`src/rtl/seq_divider.sv`:
```
`default_nettype none
// ============================================================================
// seq_divider : multi-cycle unsigned restoring divider, one quotient bit/clock
// Rev 1.0
// ============================================================================
module seq_divider #(
   parameter int WIDTH = 32,
   parameter int CW    = 6
) (
   input  logic             clk,
   input  logic             reset,
   input  logic             start,
   input  logic [WIDTH-1:0] dividend,
   input  logic [WIDTH-1:0] divisor,
   output logic             busy,
   output logic             done,
   output logic [WIDTH-1:0] quotient,
   output logic [WIDTH-1:0] remainder,
   output logic             div_zero
);

   localparam logic [1:0]    c_st_idle  = 2'd0;
   localparam logic [1:0]    c_st_busy  = 2'd1;
   localparam logic [1:0]    c_st_done  = 2'd2;
   localparam logic [1:0]    c_st_dzero = 2'd3;
   localparam logic [CW-1:0] c_last     = CW'(WIDTH);

   logic [1:0]       state_q, state_d;
   logic [WIDTH-1:0] q_q, q_d;
   logic [WIDTH-1:0] d_q, d_d;
   logic [WIDTH-1:0] r_q, r_d;
   logic [CW-1:0]    count_q, count_d;
   logic [WIDTH-1:0] quotient_q, quotient_d;
   logic [WIDTH-1:0] remainder_q, remainder_d;
   logic             done_q, done_d;
   logic             div_zero_q, div_zero_d;

   logic [WIDTH:0]   w_trial;
   logic [WIDTH+1:0] w_sum;
   logic             w_no_borrow;
   logic             w_accept;

   // Trial subtraction T - D as T + ~D + 1, one bit wider than T so the
   // carry out of the top bit is the inverted borrow.
   assign w_trial = {r_q, q_q[WIDTH-1]};
   assign w_sum   = {1'b0, w_trial} + {1'b0, ~{1'b0, d_q}} + {{(WIDTH+1){1'b0}}, 1'b1};

   // When T >= D the difference is below D, so bit WIDTH of it is always clear.
   assign w_no_borrow = w_sum[WIDTH+1] & ~w_sum[WIDTH];

   assign w_accept = start && ((state_q == c_st_idle) || (state_q == c_st_done));

   always_comb begin
      state_d     = state_q;
      q_d         = q_q;
      d_d         = d_q;
      r_d         = r_q;
      count_d     = count_q;
      quotient_d  = quotient_q;
      remainder_d = remainder_q;
      div_zero_d  = div_zero_q;
      done_d      = 1'b0;

      case (state_q)
         c_st_idle, c_st_done: begin
            if (w_accept) begin
               q_d     = dividend;
               d_d     = divisor;
               r_d     = '0;
               count_d = '0;
               state_d = (divisor == '0) ? c_st_dzero : c_st_busy;
            end
         end

         c_st_busy: begin
            if (count_q == c_last) begin
               state_d     = c_st_done;
               quotient_d  = q_q;
               remainder_d = r_q;
               div_zero_d  = 1'b0;
               done_d      = 1'b1;
            end else begin
               q_d     = {q_q[WIDTH-2:0], w_no_borrow};
               r_d     = w_no_borrow ? w_sum[WIDTH-1:0] : w_trial[WIDTH-1:0];
               count_d = count_q + CW'(1);
            end
         end

         c_st_dzero: begin
            state_d     = c_st_done;
            quotient_d  = '1;
            remainder_d = q_q;
            div_zero_d  = 1'b1;
            done_d      = 1'b1;
         end

         default: begin
            state_d = c_st_idle;
         end
      endcase
   end

   always_ff @(posedge clk) begin
      if (reset) begin
         state_q     <= c_st_idle;
         q_q         <= '0;
         d_q         <= '0;
         r_q         <= '0;
         count_q     <= '0;
         quotient_q  <= '0;
         remainder_q <= '0;
         done_q      <= 1'b0;
         div_zero_q  <= 1'b0;
      end else begin
         state_q     <= state_d;
         q_q         <= q_d;
         d_q         <= d_d;
         r_q         <= r_d;
         count_q     <= count_d;
         quotient_q  <= quotient_d;
         remainder_q <= remainder_d;
         done_q      <= done_d;
         div_zero_q  <= div_zero_d;
      end
   end

   assign busy      = (state_q == c_st_busy);
   assign done      = done_q;
   assign quotient  = quotient_q;
   assign remainder = remainder_q;
   assign div_zero  = div_zero_q;

endmodule
`default_nettype wire

```
`config.mk`:
```
export PLATFORM = sky130hd
export DESIGN_NAME = seq_divider
export DESIGN_NICKNAME = d
export VERILOG_FILES = /design/src/rtl/seq_divider.sv
export SDC_FILE = /design/constraint.sdc
export NUM_CORES = 1
export LEC_CHECK = 0
export ABC_AREA = 1
export CAP_MARGIN = 20
export CORE_AREA = 2 2 169 171
export DETAILED_ROUTE_END_ITERATION = 8
export DIE_AREA = 0 0 171 173
export GPL_ROUTABILITY_DRIVEN = 1
export HOLD_SLACK_MARGIN = 0.06
export PLACE_DENSITY = 0.56
export SLEW_MARGIN = 20
export SYNTH_ARGS = -nofsm -noshare
export SYNTH_HDL_FRONTEND = slang
export SYNTH_SLANG_ARGS = --single-unit
```
`constraint.sdc`:
```
create_clock -name clk -period 3.1 [get_ports clk]
set_clock_uncertainty 0.2 [all_clocks]
set_input_delay 0.465 -clock clk [delete_from_list [all_inputs] [get_ports clk]]
set_output_delay 0.465 -clock clk [all_outputs]
set_load 0.005 [all_outputs]
```
* Yosys cells after proc, flatten, opt, wreduce, memory -nomap -nowiden
Index checks and enable logic that the tools add are counted.
** Word-level totals
- Register bits after elaboration :: 170
- Bits in latches :: 0
- Bits in writable memories :: 0
- Memory bits (read-only) :: 0
- Bits of input ports :: 67
- Word-level logic and storage cells :: 55
- Memories kept :: 0
** Operators by class
- Add/sub/neg operators :: 3
- Multiply operators :: 0
- Divide/modulo/power cells :: 0
- Magnitude comparators :: 0
- Equal/unequal tests :: 7
- Shift operators :: 0
- Mux-type cells :: 22
- Bitwise logic cells :: 3
- Reduce and logical (&&, ||, !) cells :: 11
** Operators with widths (count)
- 32-bit one-hot mux with 2 select lines :: 4
- 32-bit 2-to-1 mux :: 7
- 33-bit by 33-bit adder with 34-bit output :: 1
- 34-bit by 1-bit adder with 34-bit output (second input constant) :: 1
- 32-bit NOT with 33-bit output :: 1
- 32-bit zero test :: 1
- 6-bit 2-to-1 mux :: 2
- 6-bit one-hot mux with 2 select lines :: 1
- 6-bit by 1-bit adder with 6-bit output (second input constant) :: 1
- 6-bit equality test (second input constant) :: 1
- 2-bit 2-to-1 mux :: 3
- 2-bit one-hot mux with 3 select lines :: 1
- 2-bit AND reduction :: 3
- 2-bit equality test (second input constant) :: 2
- 2-bit inequality test (second input constant) :: 2
- 1-bit one-hot mux with 2 select lines :: 2
- 2-bit nonzero test :: 2
- 3-bit AND reduction :: 1
- 2-bit by 1-bit equality test with 1-bit output (second input constant) :: 1
- 2-bit zero test :: 1
- 1-bit 2-to-1 mux :: 2
- 2-bit by 1-bit inequality test with 1-bit output (second input constant) :: 1
- 2-bit OR reduction :: 1
- 1-bit AND :: 1
- 3 further kinds :: 3

* Depth between registers and ports, before layout
- Depth in word-level cells :: 8
- Depth in mapped cells :: 19
- Gate-level depth less buffers :: 18

* Least setup slack after synthesis
Ideal clock, no wire load.
- Path type :: register -> register
- Start point :: reg q_q[31]
- End point :: reg r_q[5]
- Library setup time :: 132 ps
- Arrival :: 2112 ps
- Data required time :: 2768 ps
- Slack :: 656 ps
- Stages on the path, launching flop included :: 20
- Path buffers :: 1
- Path through :: dfxtp_1 -> inv_1 -> ha_1 -> inv_1 -> fa_1 -> nand2_1 -> nand2_1 -> nand3_1 -> nand2_2 -> nand2_1 -> nand2_2 -> nand2_2 -> nand2_1 -> nand2_2 -> nand2_2 -> nor2_4 -> buf_6 -> nand2_1 -> nand3_1 -> a21oi_1
** Between the ends
- Word-level cells in the longest chain between the ends :: 7
** Ends and longest elaborated chain
- start: declaration :: line 29 : logic [WIDTH-1:0] q_q, q_d;
- start signal: assignment :: line 116 : q_q <= q_d;
- 33-bit by 33-bit adder with 34-bit output (*) :: line 46 : assign w_sum = {1'b0, w_trial} + {1'b0, ~{1'b0, d_q}} + {{(WIDTH+1){1'b0}}, 1'b1};
- 34-bit by 1-bit adder with 34-bit output (*) :: line 46
- 1-bit NOT :: line 49 : assign w_no_borrow = w_sum[WIDTH+1] & ~w_sum[WIDTH];
- 1-bit AND :: line 49
- 32-bit 2-to-1 mux (*) :: line 84 : r_d = w_no_borrow ? w_sum[WIDTH-1:0] : w_trial[WIDTH-1:0];
- 32-bit 2-to-1 mux (*) :: line 76 : if (count_q == c_last) begin
- 32-bit one-hot mux with 2 select lines (*) :: line 64 : case (state_q)
- end signal: assignment :: line 118 : r_q <= r_d;
- end: declaration :: line 31 : logic [WIDTH-1:0] r_q, r_d;
Mark *: on every way between the ends. The rest lies on a longest branch, timed or not. The select of a mux whose other input is x is not followed.
A chain may end at the register's enable or synchronous reset.

* Worst setup path in the final report
- Start point :: reg q_q[31]
- End point :: reg r_q[10]
Same word-level chain as after synthesis.

==> run_results.csv <==
group,metric,value,unit
place,hpwl,22110,µm
power,cellPowerDensity,464.1,nW/µm²
critical_path,crit_type,"register to register",
critical_path,cp.arrival,3.07,ns
clock_network,max-clock-path-buffers,2,
synth,yosysTopAreaCellShare,36.34,%
sta,min_period_over_period,94.25,%
sta,hold_violations,0,
sta,setup_violations,0,
routing,drt-initial-drc-count,692,
grt,antenna_found_initial,0,
clock_network,clk_latency,0.44,ns
routing,drc,0,
critical_path,critPathRequiredTime,3.25,ns
power,seq_power_share,43.6,%
power,ir_worst_vdd,0.3147,mV
floorplanning,die_w,171,µm
routing,wire_per_inst,16.02,µm
sta,rsz0062_at_grt,"no",
floorplanning,num_rows,61,
clock_network,cts_tree,"done",
sta,drv_slew,0,
worst_hold_path,hp-start,"reset",
flow_run,drv_cap,0,
grt,grt_pass1_vias,8998,
clock_network,holdBufCountCts,0,
routing,final_antenna_net_count,0,
power,netSwitchingPower,1.699,mW
clock_network,cts.clk_slew.worst_paths,0.08,ns
critical_path,rr_startpoint,"q_q[31]",
routing,viasPerCell,4.991,
synth,synth_area_leader_cell,"dfxtp_1",
synth,synth.distinct_cells,40,
run_status,outcome,"completed",
critical_path,critPathMaxStageDelay,0.41,ns
sta,tns,0,ns
grt,grt_pass1_wl,48440,µm
critical_path,path_common_cell,"nand2_1",
critical_path,critPathMaxFanout,16,
critical_path,slowest_stage,"fa_1",
power,p_int,3.713,mW
layout,regArea,3403,µm²
place,port_buffers,133,
floorplanning,io_pins,134,
synth,synth_area_leaders,"dfxtp_1 36%, nand2_1 18%, a21oi_1 6.8%",
clock_network,clkSinkCount,170,
critical_path,startpoint_type,"register",
floorplanning,core,27630,µm²
synth,synth.ff_latch_count,170,
routing,routed_wl,30420,µm
power,p_comb_share,16.6,%
routing,detail_route.first_pass.iterations,5,
clock_network,cts_max_level,4,
synth,synth_fp_nets,1509,
worst_hold_path,hp-class,"input pin to register",
power,p_leak,4.744,nW
synth,seq_area_frac_synth,36.34,%
layout,multi_input_area,5102,µm²
synth,syn_inst,1407,
critical_path,worst_setup_path_end_kind,"register",
sta,period_minus_slack,2.922,ns
grt,grt_usage,20.58,%
layout,syn2layout_area_growth,24.55,%
power,swShare,31.40,%
synth,ys_warn_count,0,
critical_path,startpoint,"q_q[31]",
floorplanning,dieArea,29580,µm²
synth,syn_area_per_cell,6.655,µm²
grt,grt_max_degree,86,
synth,syn_area,9364,µm²
place,place_ws,0.2441,ns
power,p_clk_share,39.8,%
layout,mostFrequentLayoutCell,"nand2_1",
clock_network,cts_buffers,17,
sta,clock.fmax,0.3423,GHz
routing,vias,9477,
sta,worst_pin_slew,0.9830,ns
grt,grt_overflow_total,0,
sta,slew_headroom,34.40,%
layout,layout_common_cells,"440 x nand2_1, 170 x dfxtp_1, 138 x inv_1",
layout,drive_gt1_share,5.917,%
layout,num-nets-final,1610,
floorplanning,fp.dieH,173,µm
critical_path,crit_chain,"inv_1 > ha_1 > inv_1 > fa_1 > nand2_1 > nand2_1 > nand3_1 > nand2_2 > nand2_1 > nand2_2 > nand2_2 > nand2_1 > nand2_2 > nand3_2 > nand2_1 > nand3_1 > a21oi_1",
layout,nFillCells,2968,
clock_network,cts-root-buf,"clkbuf_16",
layout,antenna_cells,0,
sta,setup_slack,0.1783,ns
place,place_congestion,0.9356,
floorplanning,start_util,33.89,%
==> cells in the mapped netlist <==
cell type	number
dfxtp_1	170
fa_1	1
or2_2	2
nand3b_1	6
and2_1	1
a311oi_1	32
o21a_1	1
a21boi_0	1
xor2_1	1
a21oi_1	127
nand4_1	12
nand2b_1	1
or2_1	1
nand3_2	1
inv_2	7
o21ai_0	106
nor2_1	98
buf_1	2
nor3b_1	1
nand2_2	10
nor3_1	9
a21o_1	2
a31oi_1	32
buf_6	5
a21oi_2	3
nor2_4	4
xnor2_1	17
nand3_1	54
o21ai_2	1
clkbuf_1	50
a211oi_1	1
o21bai_1	6
ha_1	34
nor3_2	2
nand3b_2	1
inv_1	138
nand3_4	1
nor4_1	8
nand2_1	442
buf_2	16
==> stage by stage <==
| stage | hold WS, ns | total power, mW | cell area [µm²] | util (%) | std cells |
|---|---|---|---|---|---|
| finish | 0.1552 | 5.412 | 11660 | 42.21 | 1899 |
| global route | 0.1688 | 5.686 | 11660 | 42.21 | 1899 |
| CTS | 0.1495 | 5.458 | 11640 | 42.12 | 1896 |
| detailed placement | 0.2538 | 3.303 | 11050 | 39.98 | 1864 |
| global placement | 0.2477 | 3.303 | 11050 | 39.98 | 1864 |
| floorplan | 0.2353 | 2.966 | 9364 | - | 1407 |
==> timing repair <==
action | CTS | global route
endpoints found under the hold margin | 0 | 0
gates resized for setup | 0 | 0
buffers inserted | 0 | 2
endpoints found under the setup margin | 0 | 2
==> kinds of logic (layout without fill, tap and decap cells) <==
family	count (synthesis)	count (layout)	share of synthesized area [%]
simple gates	654	655	29.02
compound gates	312	312	18.84
buf+inv	218	331	9.353
flops	170	170	36.34
fa+ha+maj	35	35	4.757
xor+xnor	18	18	1.684
==> area by class of cell <==
class	count	area share (%)
Timing Repair Buffer	154	13.28
Tap cell	378	4.055
Clock buffer	18	3.766
Multi-Input combinational cell	1020	43.75
Sequential cell	170	29.18
Clock inverter	14	1.298
Inverter	145	4.667
==> routing by layer <==
layer,vias up,GRT usage (%),share of wire (%)
li1,4820,-,-
met1,4380,28.35,48
met2,247,33.33,46
met3,30,2.930,4.5
met4,0,5.932,1.8
met5,-,0,0
==> flip-flops by register name, summed over array words and instances, names as in the netlist <==
| signal | flops |
|---|---|
| count_q | 6 |
| q_q | 32 |
| d_q | 32 |
| div_zero | 1 |
| state_q | 2 |
| r_q | 32 |
| quotient | 32 |
| done | 1 |
| remainder | 32 |
==> path summary, 6_finish.rpt <==
path                                    end  slack, ns  cells past startpoint
worst max-delay path                r_q[10]       0.18                     17
worst min-delay path            quotient[6]       0.16                      2
worst max register to register      r_q[10]       0.18                     17
worst min register to register  quotient[6]       0.26                      2
==> worst max-delay path, delay by kind of cell (launching register included) <==
family / cells / cell delay (ns)
AO/OA/AOI/OAI: 1 / 0.13
AND/OR/NAND/NOR: 12 / 1.44
adder cells (fa/ha/maj): 2 / 0.55
flip-flops: 1 / 0.33
buffers and inverters: 2 / 0.16
==> power groups by stage <==
stage	clock (mW)	sequential, mW	combinational, mW
finish	2.15	2.36	0.901
global route	2.30	2.38	1.01
CTS	2.20	2.36	0.901
detailed placement	0	2.41	0.894
global placement	0	2.41	0.894
floorplan	0	2.39	0.578
No activity file was read; power rests on OpenSTA's default activity.
